`src/rtl/bt_radio_seq_pkg.sv`:
```
// bt_radio_seq_pkg: shared state encoding, timing defaults and field widths for the BT radio sequencer
package bt_radio_seq_pkg;
  typedef enum logic [1:0] {IDLE, LOAD, SETTLE, RUN} state_e;
  localparam int DEF_SETTLE_CYC = 720;
  localparam int DEF_BIT_CYC = 6;
  localparam int DEF_SAMPLE_PH = 3;
  localparam int FK_W = 7;
  localparam int NBITS_W = 12;
endpackage

```
`src/rtl/bt_bit_timer.sv`:
```
// bt_bit_timer: air-bit phase counter; clk_6M/rstz clock+async reset, clr holds phase 0,
// ph_sample strobes at SAMPLE_PH, ph_last strobes at BIT_CYC-1
module bt_bit_timer
  import bt_radio_seq_pkg::*;
#(
  parameter int BIT_CYC = DEF_BIT_CYC,
  parameter int SAMPLE_PH = DEF_SAMPLE_PH
) (
  input  logic clk_6M,
  input  logic rstz,
  input  logic clr,
  output logic ph_sample,
  output logic ph_last
);
  localparam int PW = BIT_CYC > 1 ? $clog2(BIT_CYC) : 1;
  logic [PW-1:0] ph_q, ph_d;
  assign ph_last = ph_q == PW'(BIT_CYC - 1);
  assign ph_sample = ph_q == PW'(SAMPLE_PH);
  always_comb ph_d = (clr || ph_last) ? '0 : ph_q + 1'b1;
  always_ff @(posedge clk_6M or negedge rstz)
    if (!rstz) ph_q <= '0;
    else ph_q <= ph_d;
endmodule

```
`src/rtl/bt_radio_seq.sv`:
```
// bt_radio_seq: sequences one TX/RX radio burst (freq load, PLL settle, bit-serial run)
// Ports: req_* burst request; abort; tx_data/tx_valid/tx_ready byte stream in;
// rx_data/rx_valid byte stream out; rxbitout, lc_fk, loadfreq_p, txen, rxen, txbitin radio side;
// busy, done_p, err status.
module bt_radio_seq
  import bt_radio_seq_pkg::*;
#(
  parameter int SETTLE_CYC = DEF_SETTLE_CYC,
  parameter int BIT_CYC = DEF_BIT_CYC,
  parameter int SAMPLE_PH = DEF_SAMPLE_PH
) (
  input  logic               clk_6M,
  input  logic               rstz,
  input  logic               req_p,
  input  logic               req_tx,
  input  logic [FK_W-1:0]    req_fk,
  input  logic [NBITS_W-1:0] req_nbits,
  input  logic               abort,
  input  logic [7:0]         tx_data,
  input  logic               tx_valid,
  output logic               tx_ready,
  output logic [7:0]         rx_data,
  output logic               rx_valid,
  input  logic               rxbitout,
  output logic [FK_W-1:0]    lc_fk,
  output logic               loadfreq_p,
  output logic               txen,
  output logic               rxen,
  output logic               txbitin,
  output logic               busy,
  output logic               done_p,
  output logic               err
);
  localparam int SW = SETTLE_CYC > 1 ? $clog2(SETTLE_CYC) : 1;
  state_e state_q, state_d;
  logic [SW-1:0] set_q, set_d;
  logic [NBITS_W-1:0] nb_q, nb_d;
  logic [FK_W-1:0] fk_q, fk_d;
  logic [8:0] sr_q, sr_d, sr_ld;
  logic [3:0] cnt_q, cnt_d, cnt_ld;
  logic [2:0] rbit_q, rbit_d;
  logic [7:0] rsr_q, rsr_d, rx_new, rx_data_q, rx_data_d;
  logic tx_q, tx_d, rx_valid_q, rx_valid_d, done_q, done_d, err_q, err_d;
  logic ph_sample, ph_last, xfer, uf, fin;
  bt_bit_timer #(.BIT_CYC(BIT_CYC), .SAMPLE_PH(SAMPLE_PH)) u_timer (
    .clk_6M,
    .rstz,
    .clr(state_q != RUN),
    .ph_sample,
    .ph_last
  );
  // The shift register is 9 bits wide so a byte accepted while the last bit of the
  // previous byte is still on air can be stacked above it without a gap.
  assign tx_ready = tx_q && !abort && (state_q == SETTLE || state_q == RUN) &&
                    cnt_q <= 4'd1 && nb_q > NBITS_W'(cnt_q);
  assign xfer = tx_valid && tx_ready;
  assign sr_ld = xfer ? sr_q | (9'(tx_data) << cnt_q) : sr_q;
  assign cnt_ld = xfer ? cnt_q + 4'd8 : cnt_q;
  assign rx_new = rsr_q | (8'(rxbitout) << rbit_q);
  always_comb begin
    state_d = state_q;
    set_d = set_q;
    nb_d = nb_q;
    tx_d = tx_q;
    fk_d = fk_q;
    sr_d = sr_ld;
    cnt_d = cnt_ld;
    rbit_d = rbit_q;
    rsr_d = rsr_q;
    rx_data_d = rx_data_q;
    rx_valid_d = 1'b0;
    done_d = 1'b0;
    err_d = err_q;
    uf = 1'b0;
    fin = 1'b0;
    unique case (state_q)
      IDLE: if (req_p && req_nbits != '0) begin
        state_d = LOAD;
        tx_d = req_tx;
        nb_d = req_nbits;
        fk_d = req_fk;
        err_d = 1'b0;
        sr_d = '0;
        cnt_d = '0;
        rbit_d = '0;
        rsr_d = '0;
      end
      LOAD: begin
        state_d = SETTLE;
        set_d = '0;
      end
      SETTLE: begin
        set_d = set_q + 1'b1;
        if (set_q == SW'(SETTLE_CYC - 1)) begin
          state_d = RUN;
          uf = tx_q && cnt_ld == '0;
        end
      end
      RUN: begin
        if (!tx_q && ph_sample) begin
          rsr_d = rx_new;
          rbit_d = rbit_q + 1'b1;
          if (rbit_q == 3'd7 || nb_q == NBITS_W'(1)) begin
            rx_valid_d = 1'b1;
            rx_data_d = rx_new;
            rsr_d = '0;
          end
        end
        if (ph_last) begin
          nb_d = nb_q - 1'b1;
          fin = nb_q == NBITS_W'(1);
          // Register would be empty entering a bit that is still owed.
          uf = tx_q && !fin && cnt_ld <= 4'd1;
          if (tx_q) begin
            sr_d = sr_ld >> 1;
            cnt_d = cnt_ld - 4'd1;
          end
        end
      end
      default: ;
    endcase
    if (uf) begin
      err_d = 1'b1;
      fin = 1'b1;
    end
    if (state_q != IDLE && abort) begin
      fin = 1'b1;
      err_d = 1'b1;
      rx_valid_d = 1'b0;
      rx_data_d = rx_data_q;
    end
    if (fin) begin
      state_d = IDLE;
      done_d = 1'b1;
    end
  end
  always_ff @(posedge clk_6M or negedge rstz)
    if (!rstz) begin
      state_q <= IDLE;
      set_q <= '0;
      nb_q <= '0;
      tx_q <= 1'b0;
      fk_q <= '0;
      sr_q <= '0;
      cnt_q <= '0;
      rbit_q <= '0;
      rsr_q <= '0;
      rx_data_q <= '0;
      rx_valid_q <= 1'b0;
      done_q <= 1'b0;
      err_q <= 1'b0;
    end else begin
      state_q <= state_d;
      set_q <= set_d;
      nb_q <= nb_d;
      tx_q <= tx_d;
      fk_q <= fk_d;
      sr_q <= sr_d;
      cnt_q <= cnt_d;
      rbit_q <= rbit_d;
      rsr_q <= rsr_d;
      rx_data_q <= rx_data_d;
      rx_valid_q <= rx_valid_d;
      done_q <= done_d;
      err_q <= err_d;
    end
  assign loadfreq_p = state_q == LOAD;
  assign txen = state_q == RUN && tx_q;
  assign rxen = state_q == RUN && !tx_q;
  assign txbitin = txen && sr_q[0];
  assign busy = state_q != IDLE;
  assign done_p = done_q;
  assign err = err_q;
  assign lc_fk = fk_q;
  assign rx_data = rx_data_q;
  assign rx_valid = rx_valid_q;
endmodule

```
`config.mk`:
```
export PLATFORM = sky130hd
export DESIGN_NAME = bt_radio_seq
export DESIGN_NICKNAME = d
export VERILOG_FILES = /design/src/rtl/bt_radio_seq_pkg.sv /design/src/rtl/bt_bit_timer.sv /design/src/rtl/bt_radio_seq.sv
export SDC_FILE = /design/constraint.sdc
export NUM_CORES = 1
export LEC_CHECK = 0
export ABC_AREA = 1
export CORE_MARGIN = 3
export CORE_UTILIZATION = 58
export CTS_CLUSTER_SIZE = 24
export DETAILED_ROUTE_END_ITERATION = 12
export DONT_BUFFER_PORTS = 1
export PLACE_DENSITY_LB_ADDON = 0.08
export REMOVE_ABC_BUFFERS = 1
export SYNTH_ARGS = -nofsm -noshare
export SYNTH_HDL_FRONTEND = slang
export SYNTH_SLANG_ARGS = --single-unit
```
`constraint.sdc`:
```
create_clock -name clk_6M -period 2.05 [get_ports clk_6M]
set_input_delay 0.615 -clock clk_6M [delete_from_list [all_inputs] [get_ports clk_6M]]
set_output_delay 0.615 -clock clk_6M [all_outputs]
set_load 0.01 [all_outputs]
```
Yosys cells after proc, flatten, opt, wreduce, memory -nomap -nowiden --
Index checks and enable logic that the tools add are counted.
Word-level totals: bits in registers 70, input bits 34, output and inout bits 24, word-level logic and storage cells 119
Cells by class: muxes and demuxes 42, eq/ne operators 14, shift operators 2, reductions and logical operators 35, $add $sub $neg 6, magnitude comparators 3, bitwise logic cells 3
Operator list (count):
- two-way mux 9 bit | 4
- two-way mux 12 bit | 2
- two-way mux 8 bit | 3
- one-hot mux 12 bit (2 select lines) | 1
- one-hot mux 10 bit (2 select lines) | 1
- one-hot mux 9 bit (2 select lines) | 1
- two-way mux 4 bit | 4
- one-hot mux 8 bit (2 select lines) | 1
- two-way mux 1 bit | 15
- logical AND 1 bit | 14
- equality test 12 x 1 -> 1 bit (second input constant) | 1
- greater-than comparator 12 x 4 -> 1 bit | 1
- nonzero test 12 bit | 1
- subtractor 12 x 1 -> 12 bit (second input constant) | 1
- adder 10 x 1 -> 10 bit (second input constant) | 1
- equality test 10 bit (second input constant) | 1
- two-way mux 3 bit | 3
- bitwise OR 9 bit | 1
- AND reduction 3 bit | 3
- << shifter 8 x 4 -> 9 bit | 1
- <= comparator 4 x 1 -> 1 bit (second input constant) | 2
- bitwise OR 8 bit | 1
- one-hot mux 4 bit (2 select lines) | 1
- << shifter 1 x 3 -> 8 bit | 1
- 25 further kinds | 40

Logic depth before layout (Yosys ltp) --
depth in word-level cells 15, mapped depth 15, mapped depth without buffers 13

Cells and area by module --
Synthesis repeated with hierarchy kept, for this count alone.
Second synthesis, totals: cells, all modules 589, area, all modules 4344.2 µm²
By module, submodules not included:
- bt_radio_seq | cells each 574, seq. area each 1676.6 µm², instances 1, area an instance 4192.8 µm²
- bt_bit_timer | cells each 15, seq. area each 75.1 µm², instances 1, area an instance 151.4 µm²

Worst setup path after synthesis --
OpenSTA, ideal clock, no wires.
kind reg-to-output, from reg cnt_q[1], to out tx_ready, setup slack -0.009 ns, required time 1.435 ns, cell stages (with the launch flop) 12, data arrival time 1.444 ns, path buffers 2, cells stage by stage dfrtp_1 > buf_2 > inv_1 > buf_2 > ha_1 > nand2_1 > inv_1 > nand2_1 > nor2_1 > nand2_1 > nand3_1 > inv_1
On the way: cells in the longest elaborated chain, start to end 3, elaborated cells on any way between the ends 4, those cells by class order compare: 2; reduce/logical: 2
Ends and longest elaborated chain:
- start, declared | line bt_radio_seq.sv:40 | logic [3:0] cnt_q, cnt_d, cnt_ld;
- start signal, assigned | line bt_radio_seq.sv:159 | cnt_q <= cnt_d;
- branches (longest 2 deep; another with greater-than comparator 12 x 4 -> 1 bit)
- logical AND 1 bit * | line bt_radio_seq.sv:55 | cnt_q <= 4'd1 && nb_q > NBITS_W'(cnt_q);
- end, declared | line bt_radio_seq.sv:21 | output logic tx_ready,
Every way passes the cells marked *.

Worst setup path after layout --
from reg state_q[0], to out tx_ready
On the way: cells in the longest elaborated chain, start to end 5, elaborated cells on any way between the ends 6, those cells by class eq/ne: 2; reduce/logical: 4
Ends and longest elaborated chain:
- start, declared | line bt_radio_seq.sv:35 | state_e state_q, state_d;
- start signal, assigned | line bt_radio_seq.sv:153 | state_q <= state_d;
- equality test 2 bit | line bt_radio_seq.sv:54 | assign tx_ready = tx_q && !abort && (state_q == SETTLE || state_q == RUN) &&
- logical OR 1 bit * | line bt_radio_seq.sv:54
- logical AND 1 bit * (2 in a row) | line bt_radio_seq.sv:54
- logical AND 1 bit * | line bt_radio_seq.sv:55
Every way passes the cells marked *; elsewhere a longest branch is shown, timed or not.

==> flow_summary.yaml <==
cts:
  cts.path.max_buffers: 2
  root_buffer: "clkbuf_8"
  htreeDepth: 3
  clock-sinks: 70
  cts_tree: "yes"
  clkLatencyLatePin_ns: 0.35
  clkTransAtPathRegs_ns: 0.08
  numCtsBuffers: 9
status:
  status: "finished with violations"
  violations: "hold timing, setup timing"
routing:
  routed_wl_um: 9830
  drt_pre_antenna_iters: 5
  num_vias: 3838
  drc: 0
  first_iter_violations: 209
  route.detailed.wl_per_inst_um: 13.6
  ant_nets: 0
  avgViaCountPerCell: 5.32
critical_path:
  cp_cell_sequence: "inv_2, ha_4, inv_2, nand2_1, nand3_2, nor2_4, nand3_2, inv_2"
  path_depth: 8
  cpMostUsedCell: "inv_2"
  r2r-start: "nb_q[1]"
  path_class: "reg2out"
  rr_worst_depth: 12
  startpoint_type: "flip-flop"
  worstPathArrival_ns: 1.55
  crit_slowest_cell: "dfrtp_2"
  slowest_delay_ns: 0.44
  crit_family: "flip-flops"
  crit_buf_inv: 3
  end_kind: "output pin"
  startpoint: "state_q[0]"
  path_max_fanout: 3
  crit_required_ns: 1.43
final_layout:
  final_cells: 721
  syn2layout_area_growth_pct: 15.9
  fillers: 601
  post_route_cells_drive_above_1_share: 0.187
  final_util: 0.712
  diodes: 0
  fin_nets: 674
logic_synthesis:
  synth-edff-count: 0
  synth_flop_cell: "dfrtp_1"
  yosysWarnings: 0
  yosysMostFrequentCell: "nand2_1"
  ys_types: 38
  async_flop_share: 1.00
  syn_area_per_cell_um2: 7.30
  ys_seq_area_frac: 0.408
  synth.cell_area_mm2: 0.00429
  synth_top_cell_area_share: 0.408
  ys_ff_latch: 70
  syn_inst: 588
  synth_commonest_cells: "nand2_1 (181), dfrtp_1 (70), inv_1 (68), nor2_1 (56), o21ai_0 (49)"
  synth_top_cell_by_area: "dfrtp_1"
  synth_area_leaders: "dfrtp_1 (41%), nand2_1 (16%), inv_1 (5.9%), o21ai_0 (5.7%), ha_1 (5.5%)"
power:
  swShare: 0.417
  p_int_uw: 3330
  switchingPower_uw: 2380
  power.density_mw_per_mm2: 1150
  p_comb_frac: 0.436
  peakVddDrop_mv: 0.628
  pwr-share-seq: 0.351
  leakage_uw: 0.00251
  clockPowerShare: 0.213
global_route:
  grt_pass1_vias: 3731
  grt_max_degree: 71
  grt-ovfl-total: 0
  grtUsageTotal: 0.248
  antenna_found_initial: 0
  grt_pass1_wl_um: 17000
sta:
  fin_crit_ns: 2.17
  drv_slew: 0
  rsz0062_at_grt: "true"
  fin_crit_sh: 1.06
  tightest_slew_ns: 0.520
  setup_ws_ns: -0.117
  setup_viol: 1
  relSlewSlack: 0.652
  timing.fmax_mhz: 462
  finalClockSkew_ns: 0.0140
  hold_ws_ns: -0.0558
  hold_viol: 70
die:
  dieHeight_um: 92.0
  die_area_mm2: 0.00846
  core-area_mm2: 0.00698
  initial_core_util: 0.615
  ios: 58
  row_count: 30
  die_x_um: 92.0
place:
  place.gp.congestion: 0.858
  port_buffers: 0
  post-place-cells: 691
  dpl.hpwl_um: 6920
min_path:
  hold_path.class: "in2async"
flow_run:
  drv_cap: 0
## worst reg2reg max path, stage by stage, from the launching register on
cell	delay, ns
dfrtp_1	0.43
buf_4	0.17
inv_1	0.10
ha_1	0.15
inv_1	0.04
nor2_2	0.12
nand2_2	0.08
inv_2	0.07
or2_4	0.16
nand4_4	0.12
buf_12	0.18
nand2_1	0.08
o21ai_2	0.05
## state kept, by name, summed over array words and instances (netlist names)
register      flops
rsr_q             8
sr_q              9
state_q           2
tx_q              1
nb_q             12
rbit_q            3
set_q            10
u_timer.ph_q      3
lc_fk             7
done_p            1
cnt_q             4
rx_data           8
rx_valid          1
err               1
## metrics by stage
step / setup TNS (ns) / total power, uW / setup WS [ns] / cell area, um2 / hold WS [ns]
floorplan: -0.146 / 3440 / -0.146 / 4210 / 0.319
global placement: 0 / 4100 / 0.159 / 4490 / 0.321
detailed placement: 0 / 4150 / 0.0902 / 4490 / 0.321
CTS: -0.141 / 5620 / -0.0728 / 4890 / -0.0654
global route: -0.175 / 6150 / -0.173 / 4970 / -0.0703
finish: -0.117 / 5710 / -0.117 / 4970 / -0.0558
## repair_timing
action,4_1_cts,5_1_grt
pin swaps,8,7
buffers inserted,12,3
gates resized for setup,25,14
hold endpoints to repair,70,70
endpoints found under the setup margin,4,15
## worst paths after layout
kind	to	slack (ns)
max in group asynchronous	sr_q[3]	1.96
min in group clk_6M	lc_fk[6]	0.38
worst min-delay path	nb_q[6]	-0.06
worst max-delay path	tx_ready	-0.12
worst min register to register	u_timer.ph_q[0]	0.48
worst max register to register	rx_data[4]	0.18
## layout by cell type, fill, tap and decap left out, types with 2 or more instances in the layout
master / count
dfrtp_1: 67
inv_1: 59
a21o_1: 2
a31oi_1: 2
ha_1: 13
clkinv_2: 4
o211ai_1: 3
buf_4: 32
bufinv_16: 2
o21ai_2: 6
nor3_1: 12
dfrtp_2: 3
or2_2: 3
buf_12: 2
nor2_1: 52
xor2_1: 3
o21bai_1: 3
nor3b_1: 2
nand4_4: 2
o21ai_1: 10
nand3_2: 6
nor4_1: 2
o21ai_0: 48
ha_4: 6
clkbuf_8: 9
and2_1: 2
a21oi_1: 16
nand2_1: 179
inv_2: 14
nand2_2: 7
nor2_4: 3
nand3_1: 29
nor2_2: 8
nor3b_2: 2
## kinds of logic after synthesis
logic type / count (synthesis) / share of synthesized area
and+or+nand+nor: 315 / 0.325
AOI/OAI and AO/OA: 92 / 0.118
buffers and inverters: 88 / 0.0846
adders and majority gates: 19 / 0.0554
muxes: 1 / 0.00233
xor gates and xnor gates: 3 / 0.00613
DFF: 70 / 0.408
## power by group through the flow
stage / clock network (uW) / registers, uW / logic (uW)
finish: 1220 / 2010 / 2490
global placement: 0 / 2010 / 2080
floorplan: 0 / 1950 / 1480
detailed placement: 0 / 2030 / 2120
CTS: 1240 / 1990 / 2390
global route: 1300 / 2050 / 2800
## metal layers
layer  vias to the layer above  track usage  share of wire
met5                         -            0              0
met4                         0        0.104          0.016
met3                        16       0.0427          0.046
met2                        99        0.411           0.49
li1                       1943            -              -
met1                      1780        0.320           0.44
## area by class of cell
cell class | count | area, um2 | area share
Clock inverter | 6 | 86.3 | 0.0174
Tap cell | 96 | 120 | 0.0242
Timing Repair Buffer | 35 | 292 | 0.0586
Multi-Input combinational cell | 430 | 2310 | 0.465
Sequential cell | 70 | 1760 | 0.353
Inverter | 75 | 284 | 0.0571
Clock buffer | 9 | 124 | 0.0249
No activity file was read; power rests on OpenSTA's default activity.
